===== config.mk =====
export PLATFORM = sky130hd
export DESIGN_NAME = uart_ram_queue_ctrl
export DESIGN_NICKNAME = d
export VERILOG_FILES = /design/src/rtl/uart_ram_pkg.sv /design/src/rtl/uart_rr_arb2.sv /design/src/rtl/uart_ram_queue_ctrl.sv
export SDC_FILE = /design/constraint.sdc
export NUM_CORES = 1
export LEC_CHECK = 0
export ABC_CLOCK_PERIOD_IN_PS = 8400
export CAP_MARGIN = 20
export CORE_MARGIN = 1
export CORE_UTILIZATION = 51
export DETAILED_ROUTE_END_ITERATION = 12
export GPL_ROUTABILITY_DRIVEN = 0
export HOLD_SLACK_MARGIN = 0.1
export PLACE_DENSITY = 0.95
export SKIP_LAST_GASP = 1
export SYNTH_ARGS = -nofsm -noshare
export SYNTH_HDL_FRONTEND = slang
export SYNTH_SLANG_ARGS = --single-unit

===== constraint.sdc =====
create_clock -name i_clk -period 8.4 [get_ports i_clk]
set_input_delay 1.68 -clock i_clk [delete_from_list [all_inputs] [get_ports i_clk]]
set_output_delay 1.68 -clock i_clk [all_outputs]
set_load 0.01 [all_outputs]

===== src/rtl/uart_ram_pkg.sv =====
// uart_ram_pkg: shared constants for the dual-queue RAM controller.
package uart_ram_pkg;
    localparam int DEF_ADDR_W = 8;
    localparam int DEF_DATA_W = 8;
    localparam logic SEL_A = 1'b0;
    localparam logic SEL_B = 1'b1;
    localparam logic HALF_AB = 1'b1;
    localparam logic HALF_BA = 1'b0;
endpackage


===== src/rtl/uart_rr_arb2.sv =====
// uart_rr_arb2: two-requester round-robin arbiter; priority passes to the loser after each grant.
module uart_rr_arb2
    import uart_ram_pkg::*;
(
    input  logic       clk,
    input  logic       rst_n,
    input  logic [1:0] req,
    output logic [1:0] grant
);
    logic prio;

    assign grant[0] = req[0] && (!req[1] || prio == SEL_A);
    assign grant[1] = req[1] && (!req[0] || prio == SEL_B);

    always_ff @(posedge clk or negedge rst_n)
        if (!rst_n) prio <= SEL_A;
        else if (grant[0]) prio <= SEL_B;
        else if (grant[1]) prio <= SEL_A;
endmodule


===== src/rtl/uart_ram_queue_ctrl.sv =====
// uart_ram_queue_ctrl: two ring-buffer queues (A->B high half, B->A low half) sharing one dual-port RAM.
// Optional flush ports enabled by UART_RAM_FLUSH_EN.
module uart_ram_queue_ctrl
    import uart_ram_pkg::*;
#(
    parameter int ADDR_W = DEF_ADDR_W,
    parameter int DATA_W = DEF_DATA_W
) (
    input  logic              i_clk,
    input  logic              i_rst_n,
`ifdef UART_RAM_FLUSH_EN
    input  logic              i_a_flush,
    input  logic              i_b_flush,
`endif
    output logic [ADDR_W:0]   o_ram_r_addr,
    input  logic [DATA_W-1:0] i_ram_r_data,
    output logic [ADDR_W:0]   o_ram_w_addr,
    output logic [DATA_W-1:0] o_ram_w_data,
    output logic              o_ram_we,
    input  logic              i_a_push,
    input  logic [DATA_W-1:0] i_a_push_data,
    output logic              o_a_push_ready,
    input  logic              i_b_push,
    input  logic [DATA_W-1:0] i_b_push_data,
    output logic              o_b_push_ready,
    input  logic              i_a_pop,
    output logic              o_a_pop_grant,
    output logic              o_a_pop_valid,
    output logic [DATA_W-1:0] o_a_pop_data,
    input  logic              i_b_pop,
    output logic              o_b_pop_grant,
    output logic              o_b_pop_valid,
    output logic [DATA_W-1:0] o_b_pop_data,
    output logic [ADDR_W:0]   o_a_rx_count,
    output logic [ADDR_W:0]   o_b_rx_count,
    output logic              o_a_tx_full,
    output logic              o_b_tx_full
);
    localparam logic [ADDR_W:0] DEPTH = {1'b1, {ADDR_W{1'b0}}};

    logic [ADDR_W-1:0] wr_ptr_ab, rd_ptr_ab, wr_ptr_ba, rd_ptr_ba;
    logic [ADDR_W-1:0] wr_ab_nxt, wr_ba_nxt;
    logic [ADDR_W:0]   cnt_ab, cnt_ba;
    logic              full_ab, full_ba, empty_ab, empty_ba;
    logic              flush_ab, flush_ba;
    logic [1:0]        wreq, wgnt, rreq, rgnt;

`ifdef UART_RAM_FLUSH_EN
    assign flush_ab = i_b_flush;
    assign flush_ba = i_a_flush;
`else
    assign flush_ab = 1'b0;
    assign flush_ba = 1'b0;
`endif

    assign full_ab  = cnt_ab == DEPTH;
    assign full_ba  = cnt_ba == DEPTH;
    assign empty_ab = cnt_ab == '0;
    assign empty_ba = cnt_ba == '0;

    // Writes are gated by reset so the RAM never sees a strobe while reset is held.
    assign wreq = {i_b_push && !full_ba, i_a_push && !full_ab} & {2{i_rst_n}};
    assign rreq = {i_b_pop && !empty_ab && !flush_ab, i_a_pop && !empty_ba && !flush_ba};

    uart_rr_arb2 u_warb (.clk(i_clk), .rst_n(i_rst_n), .req(wreq), .grant(wgnt));
    uart_rr_arb2 u_rarb (.clk(i_clk), .rst_n(i_rst_n), .req(rreq), .grant(rgnt));

    assign o_a_push_ready = wgnt[0];
    assign o_b_push_ready = wgnt[1];
    assign o_a_pop_grant  = rgnt[0];
    assign o_b_pop_grant  = rgnt[1];
    assign o_ram_we       = |wgnt;
    assign o_ram_w_addr   = wgnt[0] ? {HALF_AB, wr_ptr_ab} : {HALF_BA, wr_ptr_ba};
    assign o_ram_w_data   = wgnt[0] ? i_a_push_data : i_b_push_data;
    assign o_ram_r_addr   = rgnt[0] ? {HALF_BA, rd_ptr_ba} : {HALF_AB, rd_ptr_ab};
    assign o_a_pop_data   = i_ram_r_data;
    assign o_b_pop_data   = i_ram_r_data;
    assign o_a_rx_count   = cnt_ba;
    assign o_b_rx_count   = cnt_ab;
    assign o_a_tx_full    = full_ab;
    assign o_b_tx_full    = full_ba;

    assign wr_ab_nxt = wr_ptr_ab + ADDR_W'(wgnt[0]);
    assign wr_ba_nxt = wr_ptr_ba + ADDR_W'(wgnt[1]);

    // A flush snaps rd_ptr onto the post-edge wr_ptr, discarding any same-cycle push too.
    always_ff @(posedge i_clk or negedge i_rst_n)
        if (!i_rst_n) begin
            wr_ptr_ab     <= '0;
            rd_ptr_ab     <= '0;
            wr_ptr_ba     <= '0;
            rd_ptr_ba     <= '0;
            cnt_ab        <= '0;
            cnt_ba        <= '0;
            o_a_pop_valid <= 1'b0;
            o_b_pop_valid <= 1'b0;
        end else begin
            wr_ptr_ab     <= wr_ab_nxt;
            wr_ptr_ba     <= wr_ba_nxt;
            rd_ptr_ab     <= flush_ab ? wr_ab_nxt : rd_ptr_ab + ADDR_W'(rgnt[1]);
            rd_ptr_ba     <= flush_ba ? wr_ba_nxt : rd_ptr_ba + ADDR_W'(rgnt[0]);
            cnt_ab        <= flush_ab ? '0 : cnt_ab + (ADDR_W+1)'(wgnt[0]) - (ADDR_W+1)'(rgnt[1]);
            cnt_ba        <= flush_ba ? '0 : cnt_ba + (ADDR_W+1)'(wgnt[1]) - (ADDR_W+1)'(rgnt[0]);
            o_a_pop_valid <= rgnt[0];
            o_b_pop_valid <= rgnt[1];
        end
endmodule


==> results.txt <==
----------------------------------------------------
[Yosys]
  Net count of the mapped netlist ... 354
  Fraction of synthesis flops using an asynchronous set or reset pin ... 1.00
  Top area cells in the synthesized netlist ... sky130_fd_sc_hd__dfrtp_1 42%, sky130_fd_sc_hd__ha_1 12%, sky130_fd_sc_hd__xnor2_1 7.3%
  Fraction of the yosys area taken by sequential cells ... 0.418
  Synthesized instance count ... 290
  Register bit total from synthesis ... 54
  Number of enable-type register cells in the synthesized netlist ... 0
  Post-Synthesis Mean Instance Area ... 11.1 sq um
  Syn. warnings ... 0
  Commonest register cell after synthesis ... sky130_fd_sc_hd__dfrtp_1
  Number of different library cells in the post-synthesis netlist ... 34
  Fraction of post-synthesis cell area in the top cell type by area ... 0.418
  Post-Syn Area ... 0.00323 sq mm
  Leading area contributor after synthesis ... sky130_fd_sc_hd__dfrtp_1

[Timing]
  Relative slew slack ... 0.386
  Post-layout worst setup margin ... 2510 ps
  Number of setup violations in the final report ... 0
  Final Skew ... 9.02 ps
  Final-layout worst hold slack ... 473 ps
  Fin. max-slew vios ... 0
  Fin. Hold Viols ... 0
  Total Negative Setup Slacks ... 0 ps
  Fmax achieved ... 0.170 GHz
  Minimum clock period ... 5890 ps
  Actual transition at the worst max-transition pin ... 920 ps
  Unrepaired setup endpoints after global routing ... false
  Final worst path period share ... 0.701

[Final layout]
  Area taken by flip-flops and latches ... 0.00135 sq mm
  Nets ... 417
  Area Overhead vs Synth ... 24.7%
  Number of diodes ... 0
  Final instance count without filler cells ... 429
  Share of layout cells above drive strength 1 ... 0.102
  Multi-input gate area in the final layout ... 0.00160 sq mm
  Design area ... 0.00403 sq mm
  Most common cell after layout, fill and taps aside ... sky130_fd_sc_hd__clkdlybuf4s50_1
  Fillcell total ... 442
  Highest-count cells in the layout ignoring fill and taps ... 73 x sky130_fd_sc_hd__clkdlybuf4s50_1, 54 x sky130_fd_sc_hd__dfrtp_1, 32 x sky130_fd_sc_hd__inv_1, 32 x sky130_fd_sc_hd__ha_1, 27 x sky130_fd_sc_hd__xnor2_1

[Setup path]
  Capturing element type of the critical path ... primary output
  Biggest fanout along the worst timing path ... 56
  Arrival @ worst endpoint ... 4210 ps
  Crit Path Category ... input port to primary output
  Startpoint kind of the worst setup timing path ... input port
  Worst endpoint required time ... 6720 ps

[Floorplanning]
  Die width ... 81.6 microns
  Initial core utilization ... 0.536
  FP Rows ... 28
  Die H ... 81.6 microns
  Die Footprint ... 0.00665 sq mm
  Core area ... 0.00603 sq mm
  Top Ports ... 99

[Placement]
  Detailed placement HPWL ... 5000 microns
  Port Buffer Count ... 74
  Placed inst area ... 0.00391 sq mm
  Worst slack after detailed placement ... 2470 ps
  Dpl cells ... 421

[Clocking]
  Clock tree from TritonCTS ... done
  Latest clock arrival within the worst-skew pair ... 320 ps
  Root buffer cell ... sky130_fd_sc_hd__clkbuf_8
  Worst-case clock buffer depth ... 2
  Post CTS Setup Buffer Count ... 0
  Clock transition at the register clock pins on the worst setup and hold paths after CTS ... 110 ps
  CTS Hold Bufs ... 0
  CTS H-tree depth ... 2
  Total clock buffers created by CTS ... 5
  Clk sinks ... 54
  Count of cells resized by post-cts repair ... 0

[Routing]
  Post-DR vias/cell ... 5.31
  Count of TritonRoute iterations in the first routing pass ... 4
  Total length of routed wires ... 6600 microns
  Average detailed-routed wire length per instance ... 15.4 microns
  Detailed router's first-iteration violation count ... 148
  Total vias in the final route ... 2278
  Post-detailed-route count of antenna-violating nets ... 0
  Number of remaining DRC errors ... 0

[Global routing]
  Wire length of the first global-routing pass ... 10900 microns
  Pin count of the biggest net entering global routing ... 57
  Antenna violations before repair ... 0
  Number of global-route vias before repair ... 2288
  Overall track demand over capacity in global routing ... 0.218
  Sum of overflow across all layers after global routing ... 0

[Power]
  Power density over the cells ... 371 mW/mm^2
  Leakage power of the design ... 0.00188 uW
  Worst IR drop on VDD ... 0.323 mV

[Run]
  Total of max-cap violations ... 0

[Min path]
  Min-delay worst type ... flop to flop

[Status]
  Result of the run ... finished, final reports clean

----------------------------------------------------
[critical path, stage by stage]
cell and delay, ps:
sky130_fd_sc_hd__buf_2 80, sky130_fd_sc_hd__buf_4 540, sky130_fd_sc_hd__nand2_1 120, sky130_fd_sc_hd__a21o_1 220
sky130_fd_sc_hd__a31oi_4 640, sky130_fd_sc_hd__mux2_2 410, sky130_fd_sc_hd__clkdlybuf4s50_1 490
[power breakdown]
group	leakage [uW]	switching, uW	internal, uW	total (uW)
logic	0.00116	388	434	821
clock network	0.0000591	93.2	91.1	184
registers	0.000665	113	375	488
total	0.00188	594	900	1490
[sequential cells by signal, summed over array words and instances, names as in the netlist, 8 cells and up]
register / cells
o_b_rx_count: 9
wr_ptr_ab: 8
rd_ptr_ab: 8
rd_ptr_ba: 8
wr_ptr_ba: 8
o_a_rx_count: 9
[layer usage]
layer  GRT usage  vias to the layer above  wire [microns]
li1            -                     1077               -
met1       0.268                     1131            2860
met2       0.374                       53            3350
met3      0.0378                       17             215
met4      0.0947                        0             172
met5           0                        -               0
[kinds of logic (layout without fill, tap and decap cells)]
| kind of cell | after synthesis | after routing | synth area share |
|---|---|---|---|
| AO/OA/AOI/OAI | 24 | 24 | 0.0550 |
| multiplexers | 24 | 24 | 0.0938 |
| flip-flops | 54 | 54 | 0.418 |
| buffers and inverters | 51 | 115 | 0.0852 |
| adder cells (fa/ha/maj) | 34 | 34 | 0.136 |
| XOR/XNOR | 40 | 40 | 0.108 |
| AND/OR/NAND/NOR | 63 | 63 | 0.103 |
[final timing paths]
check                                     start              end  slack [ps]  cells past startpoint
worst max-delay path                    i_rst_n  o_ram_w_addr[3]        2510                      7
worst min register to register     wr_ptr_ba[7]     wr_ptr_ba[7]         470                      1
min in group asynchronous               i_rst_n     wr_ptr_ab[4]        1470                      2
worst max register to register  o_b_rx_count[4]  o_a_rx_count[8]        4370                     15
worst min-delay path               wr_ptr_ba[7]     wr_ptr_ba[7]         470                      1
max in group asynchronous               i_rst_n  o_a_rx_count[5]        6440                      2
[layout make-up]
cell class / count / area share
multi-input cells: 185 / 0.398
flip-flops and latches: 54 / 0.336
repair buffers: 75 / 0.185
inverters: 32 / 0.0298
well taps: 75 / 0.0233
clock buffers: 5 / 0.0171
clock inverters: 3 / 0.0118
[through the flow]
stage          total power [uW]   util
2_1_floorplan              1010      -
3_3_place_gp               1260  0.649
3_5_place_dp               1310  0.649
4_1_cts                    1500  0.668
5_1_grt                    1610  0.668
6_report                   1490  0.668
[synthesized netlist by cell type, types with 3 or more instances]
cell type / number
sky130_fd_sc_hd__mux2_4: 9
sky130_fd_sc_hd__mux2_2: 14
sky130_fd_sc_hd__inv_1: 32
sky130_fd_sc_hd__a21oi_1: 8
sky130_fd_sc_hd__and4_1: 3
sky130_fd_sc_hd__a21o_1: 3
sky130_fd_sc_hd__and3_1: 4
sky130_fd_sc_hd__buf_4: 18
sky130_fd_sc_hd__dfrtp_1: 54
sky130_fd_sc_hd__nand3b_1: 3
sky130_fd_sc_hd__xnor2_1: 27
sky130_fd_sc_hd__nor2b_1: 4
sky130_fd_sc_hd__o21bai_1: 4
sky130_fd_sc_hd__ha_1: 32
sky130_fd_sc_hd__xor2_1: 13
sky130_fd_sc_hd__nand4_1: 4
sky130_fd_sc_hd__nand2_1: 10
sky130_fd_sc_hd__nand3_1: 11
sky130_fd_sc_hd__nor2_1: 16
Power figures use the tool's default switching activity.
